File: src/rtl/ttt_token_inbuf_if.sv
// Token input buffer bus: external writes, recurrent network writes and the
// drain stream toward the processor core.
// master: token source / core side. slave: the buffer.
interface ttt_token_inbuf_if #(
    parameter int unsigned ID_BITS         = 4,
    parameter int unsigned NEW_TOKENS_BITS = 4
);
    logic                       ext_valid;
    logic                       ext_ready;
    logic [ID_BITS-1:0]         ext_id;
    logic [NEW_TOKENS_BITS-1:0] ext_good;
    logic [NEW_TOKENS_BITS-1:0] ext_bad;

    logic                       rec_valid;
    logic [ID_BITS-1:0]         rec_id;
    logic [NEW_TOKENS_BITS-1:0] rec_good;
    logic [NEW_TOKENS_BITS-1:0] rec_bad;

    logic                       out_valid;
    logic                       out_ready;
    logic [ID_BITS-1:0]         out_id;
    logic [NEW_TOKENS_BITS-1:0] out_good;
    logic [NEW_TOKENS_BITS-1:0] out_bad;
    logic                       out_last;

    modport master (
        output ext_valid, ext_id, ext_good, ext_bad,
        output rec_valid, rec_id, rec_good, rec_bad,
        output out_ready,
        input  ext_ready,
        input  out_valid, out_id, out_good, out_bad, out_last
    );

    modport slave (
        input  ext_valid, ext_id, ext_good, ext_bad,
        input  rec_valid, rec_id, rec_good, rec_bad,
        input  out_ready,
        output ext_ready,
        output out_valid, out_id, out_good, out_bad, out_last
    );
endinterface

File: src/rtl/ttt_token_inbuf.sv
// Per-processor token input buffer: clears on INPUT entry, accumulates signed
// good/bad deltas during INPUT (external) and RECURRENT (network), and drains
// the entries in processor order to the core during UPDATE.
// Optional macro TTT_INBUF_SATURATE_EN: clamp accumulation and raise a sticky
// sat_flag; without it accumulation wraps and sat_flag stays 0.
module ttt_token_inbuf #(
    parameter int unsigned NUM_PROCESSORS  = 10,
    parameter int unsigned NEW_TOKENS_BITS = 4
) (
    input  logic               clk,
    input  logic               reset_n,
    input  logic [2:0]         stage,
    output logic               done,
    output logic               sat_flag,
    ttt_token_inbuf_if.slave   bus
);
    localparam int unsigned ID_BITS = (NUM_PROCESSORS > 1) ? $clog2(NUM_PROCESSORS) : 1;
    localparam int unsigned NB      = NEW_TOKENS_BITS;
    localparam logic [ID_BITS-1:0] LAST_ID = ID_BITS'(NUM_PROCESSORS - 1);

    localparam logic [2:0] STG_RESET     = 3'd0;
    localparam logic [2:0] STG_INPUT     = 3'd1;
    localparam logic [2:0] STG_RECURRENT = 3'd2;
    localparam logic [2:0] STG_UPDATE    = 3'd3;
    localparam logic [2:0] STG_OUTPUT    = 3'd4;

    typedef enum logic [2:0] {IDLE, CLEAR, ACCUM, DRAIN, FIN} state_t;

    state_t               state_q, state_d;
    logic [2:0]           stage_prev_q;
    logic                 stage_entry;
    logic [ID_BITS-1:0]   clr_idx_q, clr_idx_d;
    logic [NB-1:0]        cache_good_q [NUM_PROCESSORS];
    logic [NB-1:0]        cache_good_d [NUM_PROCESSORS];
    logic [NB-1:0]        cache_bad_q  [NUM_PROCESSORS];
    logic [NB-1:0]        cache_bad_d  [NUM_PROCESSORS];

    logic                 done_q, done_d;
    logic                 sat_q, sat_d;
    logic                 ext_ready_q, ext_ready_d;
    logic                 out_valid_q, out_valid_d;
    logic [ID_BITS-1:0]   out_id_q, out_id_d;
    logic [NB-1:0]        out_good_q, out_good_d;
    logic [NB-1:0]        out_bad_q, out_bad_d;
    logic                 out_last_q, out_last_d;

    logic                 wr_en;
    logic                 wr_hit;
    logic [ID_BITS-1:0]   wr_id;
    logic [ID_BITS-1:0]   wr_idx;
    logic [NB-1:0]        wr_good, wr_bad;
    logic [NB:0]          good_res, bad_res;
    logic                 drain_hs;

    // Signed add of a delta to an entry; MSB of the result flags a clamp.
    function automatic logic [NB:0] add_delta(input logic [NB-1:0] a, input logic [NB-1:0] b);
`ifdef TTT_INBUF_SATURATE_EN
        logic [NB:0] sum;
        sum = {a[NB-1], a} + {b[NB-1], b};
        if (sum[NB] != sum[NB-1]) begin
            // Top bit of the extended sum is the true sign: pick the rail.
            return sum[NB] ? {1'b1, 1'b1, {(NB-1){1'b0}}} : {1'b1, 1'b0, {(NB-1){1'b1}}};
        end
        return {1'b0, sum[NB-1:0]};
`else
        return {1'b0, a + b};
`endif
    endfunction

    assign stage_entry = (stage != stage_prev_q);

    // Select the single accumulation write for this cycle (ext or recurrent).
    always_comb begin
        wr_en   = 1'b0;
        wr_id   = '0;
        wr_good = '0;
        wr_bad  = '0;
        if (bus.ext_valid && ext_ready_q) begin
            wr_en   = 1'b1;
            wr_id   = bus.ext_id;
            wr_good = bus.ext_good;
            wr_bad  = bus.ext_bad;
        end else if (bus.rec_valid && stage == STG_RECURRENT &&
                     (state_q == ACCUM || state_q == IDLE || state_q == FIN)) begin
            wr_en   = 1'b1;
            wr_id   = bus.rec_id;
            wr_good = bus.rec_good;
            wr_bad  = bus.rec_bad;
        end
        // Out-of-range ids are consumed without touching any entry.
        wr_hit   = wr_en && (32'(wr_id) < NUM_PROCESSORS);
        wr_idx   = wr_hit ? wr_id : '0;
        good_res = add_delta(cache_good_q[wr_idx], wr_good);
        bad_res  = add_delta(cache_bad_q[wr_idx], wr_bad);
    end

    // Next state, cache update and registered-output values.
    always_comb begin
        state_d      = state_q;
        clr_idx_d    = clr_idx_q;
        out_id_d     = out_id_q;
        sat_d        = sat_q;
        cache_good_d = cache_good_q;
        cache_bad_d  = cache_bad_q;
        done_d       = 1'b0;
        ext_ready_d  = 1'b0;
        out_valid_d  = 1'b0;
        out_good_d   = '0;
        out_bad_d    = '0;
        out_last_d   = 1'b0;
        // An abort to RESET does not consume the entry on offer.
        drain_hs     = out_valid_q && bus.out_ready && (stage != STG_RESET);

        if (wr_hit) begin
            cache_good_d[wr_idx] = good_res[NB-1:0];
            cache_bad_d[wr_idx]  = bad_res[NB-1:0];
            sat_d                = sat_q | good_res[NB] | bad_res[NB];
        end

        case (state_q)
            IDLE, FIN: begin
                if (stage_entry) begin
                    case (stage)
                        STG_INPUT:     state_d = CLEAR;
                        STG_UPDATE:    state_d = DRAIN;
                        STG_RECURRENT: state_d = ACCUM;
                        default:       state_d = state_q;
                    endcase
                end
            end
            CLEAR: begin
                cache_good_d[clr_idx_q] = '0;
                cache_bad_d[clr_idx_q]  = '0;
                clr_idx_d               = clr_idx_q + ID_BITS'(1);
                if (clr_idx_q == LAST_ID) begin
                    state_d = ACCUM;
                end
            end
            ACCUM: begin
                if (stage_entry) begin
                    case (stage)
                        STG_INPUT:  state_d = CLEAR;
                        STG_UPDATE: state_d = DRAIN;
                        STG_OUTPUT: state_d = IDLE;
                        default:    state_d = ACCUM;
                    endcase
                end
            end
            DRAIN: begin
                if (drain_hs) begin
                    cache_good_d[out_id_q] = '0;
                    cache_bad_d[out_id_q]  = '0;
                    if (out_id_q == LAST_ID) begin
                        state_d = FIN;
                    end else begin
                        out_id_d = out_id_q + ID_BITS'(1);
                    end
                end
            end
            default: state_d = IDLE;
        endcase

        if (stage == STG_RESET) begin
            state_d = IDLE;
        end

        if (state_d == CLEAR && state_q != CLEAR) begin
            clr_idx_d = '0;
            sat_d     = 1'b0;
        end

        if (state_d != DRAIN || state_q != DRAIN) begin
            out_id_d = (state_d == DRAIN && state_q == DRAIN) ? out_id_d : '0;
        end

        case (state_d)
            IDLE:  done_d = (stage == STG_RESET) || (stage == STG_OUTPUT);
            ACCUM: begin
                done_d      = 1'b1;
                ext_ready_d = (stage == STG_INPUT);
            end
            DRAIN: begin
                out_valid_d = 1'b1;
                out_good_d  = cache_good_d[out_id_d];
                out_bad_d   = cache_bad_d[out_id_d];
                out_last_d  = (out_id_d == LAST_ID);
            end
            FIN:   done_d = 1'b1;
            default: done_d = 1'b0;
        endcase
    end

    // State, cache and output registers.
    always_ff @(posedge clk or negedge reset_n) begin
        if (!reset_n) begin
            state_q      <= IDLE;
            stage_prev_q <= STG_RESET;
            clr_idx_q    <= '0;
            cache_good_q <= '{default: '0};
            cache_bad_q  <= '{default: '0};
            done_q       <= 1'b0;
            sat_q        <= 1'b0;
            ext_ready_q  <= 1'b0;
            out_valid_q  <= 1'b0;
            out_id_q     <= '0;
            out_good_q   <= '0;
            out_bad_q    <= '0;
            out_last_q   <= 1'b0;
        end else begin
            state_q      <= state_d;
            stage_prev_q <= stage;
            clr_idx_q    <= clr_idx_d;
            cache_good_q <= cache_good_d;
            cache_bad_q  <= cache_bad_d;
            done_q       <= done_d;
            sat_q        <= sat_d;
            ext_ready_q  <= ext_ready_d;
            out_valid_q  <= out_valid_d;
            out_id_q     <= out_id_d;
            out_good_q   <= out_good_d;
            out_bad_q    <= out_bad_d;
            out_last_q   <= out_last_d;
        end
    end

    assign done          = done_q;
    assign sat_flag      = sat_q;
    assign bus.ext_ready = ext_ready_q;
    assign bus.out_valid = out_valid_q;
    assign bus.out_id    = out_id_q;
    assign bus.out_good  = out_good_q;
    assign bus.out_bad   = out_bad_q;
    assign bus.out_last  = out_last_q;
endmodule

File: src/flat_wrapper.sv
// flat-port wrapper written by rule: the top's interface ports become plain ports
module ttt_token_inbuf_flat 
#(
    parameter int unsigned NUM_PROCESSORS  = 10,
    parameter int unsigned NEW_TOKENS_BITS = 4
)
  (clk, reset_n, stage, done, sat_flag, bus_ext_valid, bus_ext_id, bus_ext_good, bus_ext_bad, bus_rec_valid, bus_rec_id, bus_rec_good, bus_rec_bad, bus_out_ready, bus_ext_ready, bus_out_valid, bus_out_id, bus_out_good, bus_out_bad, bus_out_last);
  ttt_token_inbuf_if #(.ID_BITS(4), .NEW_TOKENS_BITS(NEW_TOKENS_BITS)) bus_i ();
  input  logic clk;
  input  logic reset_n;
  input  logic [2:0] stage;
  output logic done;
  output logic sat_flag;
  input wire logic [$bits(bus_i.ext_valid)-1:0] bus_ext_valid;
  input wire logic [$bits(bus_i.ext_id)-1:0] bus_ext_id;
  input wire logic [$bits(bus_i.ext_good)-1:0] bus_ext_good;
  input wire logic [$bits(bus_i.ext_bad)-1:0] bus_ext_bad;
  input wire logic [$bits(bus_i.rec_valid)-1:0] bus_rec_valid;
  input wire logic [$bits(bus_i.rec_id)-1:0] bus_rec_id;
  input wire logic [$bits(bus_i.rec_good)-1:0] bus_rec_good;
  input wire logic [$bits(bus_i.rec_bad)-1:0] bus_rec_bad;
  input wire logic [$bits(bus_i.out_ready)-1:0] bus_out_ready;
  output wire logic [$bits(bus_i.ext_ready)-1:0] bus_ext_ready;
  output wire logic [$bits(bus_i.out_valid)-1:0] bus_out_valid;
  output wire logic [$bits(bus_i.out_id)-1:0] bus_out_id;
  output wire logic [$bits(bus_i.out_good)-1:0] bus_out_good;
  output wire logic [$bits(bus_i.out_bad)-1:0] bus_out_bad;
  output wire logic [$bits(bus_i.out_last)-1:0] bus_out_last;
  assign bus_i.ext_valid = bus_ext_valid;
  assign bus_i.ext_id = bus_ext_id;
  assign bus_i.ext_good = bus_ext_good;
  assign bus_i.ext_bad = bus_ext_bad;
  assign bus_i.rec_valid = bus_rec_valid;
  assign bus_i.rec_id = bus_rec_id;
  assign bus_i.rec_good = bus_rec_good;
  assign bus_i.rec_bad = bus_rec_bad;
  assign bus_i.out_ready = bus_out_ready;
  assign bus_ext_ready = bus_i.ext_ready;
  assign bus_out_valid = bus_i.out_valid;
  assign bus_out_id = bus_i.out_id;
  assign bus_out_good = bus_i.out_good;
  assign bus_out_bad = bus_i.out_bad;
  assign bus_out_last = bus_i.out_last;
  ttt_token_inbuf #(.NUM_PROCESSORS(NUM_PROCESSORS), .NEW_TOKENS_BITS(NEW_TOKENS_BITS)) u_core (.clk(clk), .reset_n(reset_n), .stage(stage), .done(done), .sat_flag(sat_flag), .bus(bus_i));
endmodule
File: config.mk
export PLATFORM = sky130hd
export DESIGN_NAME = ttt_token_inbuf_flat
export DESIGN_NICKNAME = d
export VERILOG_FILES = /design/src/rtl/ttt_token_inbuf_if.sv /design/src/rtl/ttt_token_inbuf.sv /design/src/flat_wrapper.sv
export SDC_FILE = /design/constraint.sdc
export NUM_CORES = 1
export LEC_CHECK = 0
export BUFFER_PORTS_ARGS = -buffer_cell sky130_fd_sc_hd__buf_2
export CAP_MARGIN = 20
export CELL_PAD_IN_SITES_DETAIL_PLACEMENT = 0
export CELL_PAD_IN_SITES_GLOBAL_PLACEMENT = 1
export CORE_ASPECT_RATIO = 0.75
export CORE_MARGIN = 2
export CORE_UTILIZATION = 43
export DETAILED_ROUTE_END_ITERATION = 12
export PLACE_DENSITY = 0.85
export SLEW_MARGIN = 20
export SYNTH_ARGS = -nofsm -noshare
export SYNTH_HDL_FRONTEND = slang
export SYNTH_SLANG_ARGS = --single-unit
File: constraint.sdc
create_clock -name clk -period 4.5 [get_ports clk]
set_input_delay 0.675 -clock clk [delete_from_list [all_inputs] [get_ports clk]]
set_output_delay 0.675 -clock clk [all_outputs]
set_load 0.03 [all_outputs]
# ---- Word level (Yosys, flattened, before mapping)
# Cells that the tools add are included.
dict set report word_totals {
  reg_bits 106
  latch_bits 0
  ramBits 0
  rom_bits 0
  output_inout_bits 17
  elab_cells 150
  n_memories 0
}
dict set report op_classes {
  add_sub_neg 4
  mul 0
  div 0
  magnitude_cmp 8
  n_eq_ne 19
  shifts 0
  mux 57
  bitwise 10
  n_reduce_logical 22
}
# op count
set ops {}
lappend ops {{bitwise AND 40 bit} 4}
lappend ops {{2-to-1 mux 40 bit} 4}
lappend ops {{case mux 40 bit (2 select lines)} 2}
lappend ops {{2-to-1 mux 4 bit} 27}
lappend ops {{bitwise mux 40 bit} 2}
lappend ops {{NOT 40 bit} 2}
lappend ops {{binary-select mux 4 bit (select 4 bit)} 4}
lappend ops {{demux 4 bit (select 4 bit)} 3}
lappend ops {{greater-or-equal comparator 5 bit (second input constant)} 4}
lappend ops {{NOT 4 -> 5 bit} 4}
lappend ops {{equality test 3 x 2 -> 1 bit (second input constant)} 6}
lappend ops {{2-to-1 mux 3 bit} 6}
lappend ops {{< comparator 5 x 1 -> 1 bit (second input constant)} 3}
lappend ops {{equality test 4 bit (second input constant)} 3}
lappend ops {{case mux 3 bit (4 select lines)} 1}
lappend ops {{logical AND 1 bit} 11}
lappend ops {{equality test 3 x 1 -> 1 bit (second input constant)} 3}
lappend ops {{equality test 3 bit (second input constant)} 3}
lappend ops {{zero test 3 bit} 3}
lappend ops {{case mux 3 bit (3 select lines)} 1}
lappend ops {{adder 4 x 1 -> 4 bit (second input constant)} 2}
lappend ops {{adder 4 bit} 2}
lappend ops {{inequality test 3 x 2 -> 1 bit (second input constant)} 2}
lappend ops {{case mux 2 bit (3 select lines)} 1}
lappend ops {{9 further kinds} 17}

# ---- Depth between registers and ports, before layout
dict set report logic_depth {
  word_depth 23
  mapped_depth 21
  mapped_depth_nobuf 17
}

# ---- Least setup slack after synthesis
# No wires, ideal clock.
dict set report synth_timing {
  kind {input-to-reg}
  from {in stage[0]}
  to {reg u_core.out_bad_q[2] (netlist: u_core.bus.out_bad[2])}
  arrival_ps 4705
  required_ps 4413
  path_slack_ps -292
  cell_stages 20
  n_path_buf 3
  cell_sequence {clkbuf_1 > or3_4 > nor4_4 > a32oi_1 > or2_1 > clkbuf_1 > clkbuf_1 > o22ai_1 > o21ai_0 > nand2_1 > nor2_1 > ha_1 > inv_1 > fa_1 > xnor2_1 > mux2i_1 > nor3_1 > a211oi_1 > a311o_1 > o211ai_1}
}
dict set report synth_between {
  elab_chain_len 22
}
# element line
set synth_lines {}
lappend synth_lines {{from (decl)} flat_wrapper.sv:11} ;# input logic [2:0] stage;
lappend synth_lines {{equality test 3 x 2 -> 1 bit} {ttt_token_inbuf.sv:83, ttt_token_inbuf.sv:123}}
lappend synth_lines {{logical AND 1 bit (2 in a row)} ttt_token_inbuf.sv:83} ;# end else if (bus.rec_valid && stage == STG_RECURRENT &&
lappend synth_lines {{2-to-1 mux 4 bit} ttt_token_inbuf.sv:83}
lappend synth_lines {{2-to-1 mux 4 bit} ttt_token_inbuf.sv:78} ;# if (bus.ext_valid && ext_ready_q) begin
lappend synth_lines {{< comparator 4 bit} ttt_token_inbuf.sv:91} ;# wr_hit = wr_en && (32'(wr_id) < NUM_PROCESSORS);
lappend synth_lines {{logical AND 1 bit} ttt_token_inbuf.sv:91}
lappend synth_lines {{2-to-1 mux 4 bit} ttt_token_inbuf.sv:92} ;# wr_idx = wr_hit ? wr_id : '0;
lappend synth_lines {{NOT 4 -> 5 bit (implied by the code)} {ttt_token_inbuf.sv:94, ttt_token_inbuf.sv:116}}
lappend synth_lines {{[... 5 more ...]} -}
lappend synth_lines {{2-to-1 mux 40 bit} ttt_token_inbuf.sv:114} ;# if (wr_hit) begin
lappend synth_lines {{bitwise AND 40 bit (no source line)} -}
lappend synth_lines {{2-to-1 mux 40 bit} ttt_token_inbuf.sv:150} ;# if (drain_hs) begin
lappend synth_lines {{case mux 40 bit (2 select lines)} ttt_token_inbuf.sv:120} ;# case (state_q)
lappend synth_lines {{binary-select mux 4 bit (select 4 bit)} ttt_token_inbuf.sv:185} ;# out_bad_d = cache_bad_d[out_id_d];
lappend synth_lines {{2-to-1 mux 4 bit (implied by the code) (2 in a row)} ttt_token_inbuf.sv:185}
lappend synth_lines {{2-to-1 mux 4 bit *} ttt_token_inbuf.sv:176} ;# case (state_d)
lappend synth_lines {{named net u_core.out_bad_d[2]} ttt_token_inbuf.sv:44} ;# logic [NB-1:0] out_bad_q, out_bad_d;
lappend synth_lines {{to (signal assigned)} ttt_token_inbuf.sv:221} ;# out_bad_q <= out_bad_d;
lappend synth_lines {{to (decl)} ttt_token_inbuf.sv:44}
# The timed path passes the listed nets; every way through them passes the cells marked *. The select of a mux whose other input is x is not followed.
# A chain may end at the register's enable or synchronous reset.

# ---- Worst setup path in the final report
dict set report layout_timing {
  from {in stage[2]}
  to {reg u_core.out_bad_q[2] (netlist: u_core.bus.out_bad[2])}
}
# The elaborated chain is that of the path after synthesis.

==> impl_metrics.yaml <==
global_route:
  antenna_found_initial: 0
  global_route.overflow_total: 0
  vias_in_the_first_global_route: 6833
  grt_first_pass_wirelength_mm: 39.69
  global_route.usage.total_pct: 30.95
  grt_max_degree: 81
synth:
  synth.ff_latch_count: 106
  warnings_synthesis: 0
  cell_area_after_technology_mapping_sq_um: 6882
  postSynthNetCount: 821
  yosysSeqAreaShare_pct: 38.55
  list_of_most_frequent_post_synthesis_cells: "sky130_fd_sc_hd__nor2_1, sky130_fd_sc_hd__dfrtp_1, sky130_fd_sc_hd__nand2_1"
  post_synth_main_area_contributors: "sky130_fd_sc_hd__dfrtp_1, sky130_fd_sc_hd__mux2i_1, sky130_fd_sc_hd__nor2_1"
  async_reset_ff_share_pct: 100.0
  post_synth_edffs: 0
  syn-mean-instance-area_sq_um: 8.902
  synth_top_flop_cell: "sky130_fd_sc_hd__dfrtp_1"
  synth_top_cell_by_area: "sky130_fd_sc_hd__dfrtp_1"
  synth_top_area_share_pct: 38.55
  synth.lib_cells_used.distinct: 80
  synthesis.instances: 773
  most_used_standard_cell_by_instance_count_after_synthesis: "sky130_fd_sc_hd__nor2_1"
placed_design:
  gp_routability_congestion: 0.9964
  portBuffers: 47
  place_hpwl_mm: 18.93
timing:
  relSlewSlack_pct: 39.27
  grt_setup_unrepaired: "false"
  worst_slew_pin_slew_ns: 0.9109
  finalSetupViolations: 0
  hold_fails_final_rpt: 0
  skew_ns: 0.008380
  final_min_period_over_clock_period_pct: 95.42
  timing.final.crit_period_ns: 4.294
  report.final.slew_viol_count: 0
  fmaxAchievable_mhz: 232.9
  hold_ws_ns: 0.3475
pwr:
  irDropWorstVdd_uv: 212.1
  power_frac_clock_pct: 29.7
  sw_frac_of_total_pct: 35.99
  net-switching-power_w: 0.001040
  p_leak_nw: 3.687
  power.density_nw_per_um2: 348.7
  p_int_w: 0.001849
  combinationalPowerShare_pct: 31.1
  p_total_w: 0.002889
  sequentialPowerShare_pct: 39.1
die:
  design.core.area_sq_um: 15820
  initial_core_util_pct: 43.51
  die_h_microns: 113.6
  die_w_microns: 150.1
  num_io_pins: 49
  rows: 40
  dieArea_sq_um: 17040
worst_setup_path:
  critPathRequiredTime_ns: 4.77
  reg2reg_to: "u_core.bus.out_bad[2]"
  timing.reg2reg.worst_path_depth: 17
  cp-end-kind: "flip-flop"
  cp-start-kind: "input port"
  max_fanout_on_critical_path: 10
  critical_path_arrival_ns: 4.57
  critPathKind: "in -> reg"
  regToRegSetupSlack_ns: 0.22
  regToRegStartpoint: "u_core.state_q[0]"
detailed_routing:
  drc_errors: 0
  drtPass1Iterations: 5
  drt-vias-per-instance: 6.477
  routed_wire_length_per_instance_microns: 23.69
  drt_first_iter_violations: 929
  drtAntennaViolNets: 0
  totalWireLength_mm: 25.82
  vias: 7060
finish:
  antennaDiodeCount: 0
  finish.net_count: 923
  proportion_of_layout_cells_with_a_drive_suffix_above_1_pct: 22.27
  final.fill_count: 1451
  register_area_sq_um: 2653
  footprint_of_the_multi_input_gates_sq_um: 3976
  synthToLayoutAreaGrowth_pct: 20.40
  final_core_util_pct: 52.39
hold_path:
  hp-class: "in -> async"
status:
  result_of_the_run: "complete, no violations"
clock_network:
  cts_root_buffer: "sky130_fd_sc_hd__clkbuf_16"
  clk_transition_reported_paths_ns: 0.08
  cts_max_level: 3
  cts.sink_count: 106
  clk-insertion-delay-late_ns: 0.37
  clock_tree_from_tritoncts: "yes"
  numCtsBuffers: 9
  cts_buffer_depth: 2
job:
  max_cap_violations: 0
worst max-delay path: stages:
cell,delay [ns]
sky130_fd_sc_hd__buf_2,0.11
sky130_fd_sc_hd__or3_4,0.42
sky130_fd_sc_hd__o41a_1,0.40
sky130_fd_sc_hd__a311o_1,0.36
sky130_fd_sc_hd__buf_4,0.16
sky130_fd_sc_hd__nand2_2,0.11
sky130_fd_sc_hd__buf_4,0.13
sky130_fd_sc_hd__a221oi_1,0.07
sky130_fd_sc_hd__nor2_1,0.17
sky130_fd_sc_hd__ha_1,0.19
sky130_fd_sc_hd__inv_1,0.06
sky130_fd_sc_hd__fa_1,0.46
sky130_fd_sc_hd__xnor2_4,0.34
sky130_fd_sc_hd__mux2i_1,0.16
sky130_fd_sc_hd__nor3_1,0.22
sky130_fd_sc_hd__a211oi_1,0.08
sky130_fd_sc_hd__a311o_1,0.33
sky130_fd_sc_hd__o211ai_1,0.11
state kept, by name (all words and copies together), names as in the netlist:
register and flops:
u_core.cache_bad_q 40, u_core.clr_idx_q 4, u_core.bus.out_id 4, u_core.stage_prev_q 3, u_core.cache_good_q 40, u_core.bus.out_good 4, u_core.state_q 3, u_core.bus.ext_ready 1
u_core.done 1, u_core.bus.out_bad 4, u_core.bus.out_last 1, u_core.bus.out_valid 1
metrics by stage:
stage / instance area, sq um / TNS (ns) / setup slack, ns / std cells
2_1_floorplan: 6923 / -0.02871 / -0.02080 / 773
3_3_place_gp: 7911 / -0.6115 / -0.1929 / 1072
3_5_place_dp: 7911 / -1.006 / -0.3279 / 1072
4_1_cts: 8223 / 0 / 0.007671 / 1088
5_1_grt: 8285 / 0 / 0.001287 / 1090
6_report: 8285 / 0 / 0.2063 / 1090
how the worst max path moves through the flow:
stage / startpoint / endpoint / slack, ns / cells past startpoint
floorplan: stage[2] / u_core.bus.out_bad[2] / -0.02 / 20
global placement: stage[2] / u_core.bus.out_good[2] / -0.19 / 18
detailed placement: stage[2] / u_core.bus.out_good[2] / -0.33 / 18
CTS: stage[2] / u_core.bus.out_good[2] / 0.008 / 18
global route: u_core.state_q[0] / u_core.bus.out_good[2] / 0.001 / 17
finish: stage[2] / u_core.bus.out_bad[2] / 0.21 / 18
what timing repair did:
action                                  4_1_cts  5_1_grt
buffers inserted                              0        2
gates resized for setup                       0        9
endpoints found under the setup margin        0        4
hold buffers                                  0        0
layout by cell type (no fill, tap or decap), types with 12 or more instances in the layout:
master and count:
sky130_fd_sc_hd__a211oi_1 26, sky130_fd_sc_hd__a21oi_1 33, sky130_fd_sc_hd__a22o_1 17, sky130_fd_sc_hd__and2_1 17
sky130_fd_sc_hd__buf_2 46, sky130_fd_sc_hd__buf_4 103, sky130_fd_sc_hd__dfrtp_1 106, sky130_fd_sc_hd__ha_1 14
sky130_fd_sc_hd__inv_1 18, sky130_fd_sc_hd__mux2i_1 46, sky130_fd_sc_hd__nand2_1 64, sky130_fd_sc_hd__nand3_1 12
sky130_fd_sc_hd__nor2_1 108, sky130_fd_sc_hd__nor3_1 26, sky130_fd_sc_hd__o21ai_0 34, sky130_fd_sc_hd__o22ai_1 16
kinds of logic after synthesis:
logic type	synth area share, %
other	0.05449
xor gates and xnor gates	1.637
buffers and inverters	4.818
AOI/OAI and AO/OA	24.40
muxes	7.836
DFF	38.55
adders and majority gates	3.127
and+or+nand+nor	19.58
layer usage:
layer | share of wire (%) | GRT usage [%]
met1 | 44 | 45.17
met2 | 41 | 42.68
met3 | 12 | 9.960
met4 | 3.1 | 11.51
met5 | 0 | 0
area by class of cell:
| cell class | instances | area share [%] |
|---|---|---|
| Tap cell | 210 | 3.171 |
| Multi-Input combinational cell | 590 | 47.99 |
| Clock buffer | 10 | 2.884 |
| Inverter | 18 | 0.8155 |
| Clock inverter | 6 | 0.8759 |
| Timing Repair Buffer | 150 | 12.25 |
| Sequential cell | 106 | 32.01 |
power groups by stage:
stage	combinational [W]	clock [W]	sequential, W
floorplan	0.000518	0	0.00114
global placement	0.000831	0	0.00114
detailed placement	0.000852	0	0.00114
CTS	0.000856	0.000863	0.00113
global route	0.000961	0.000904	0.00114
finish	0.000900	0.000859	0.00113
Note: power is estimated with default switching activity, not from simulation.
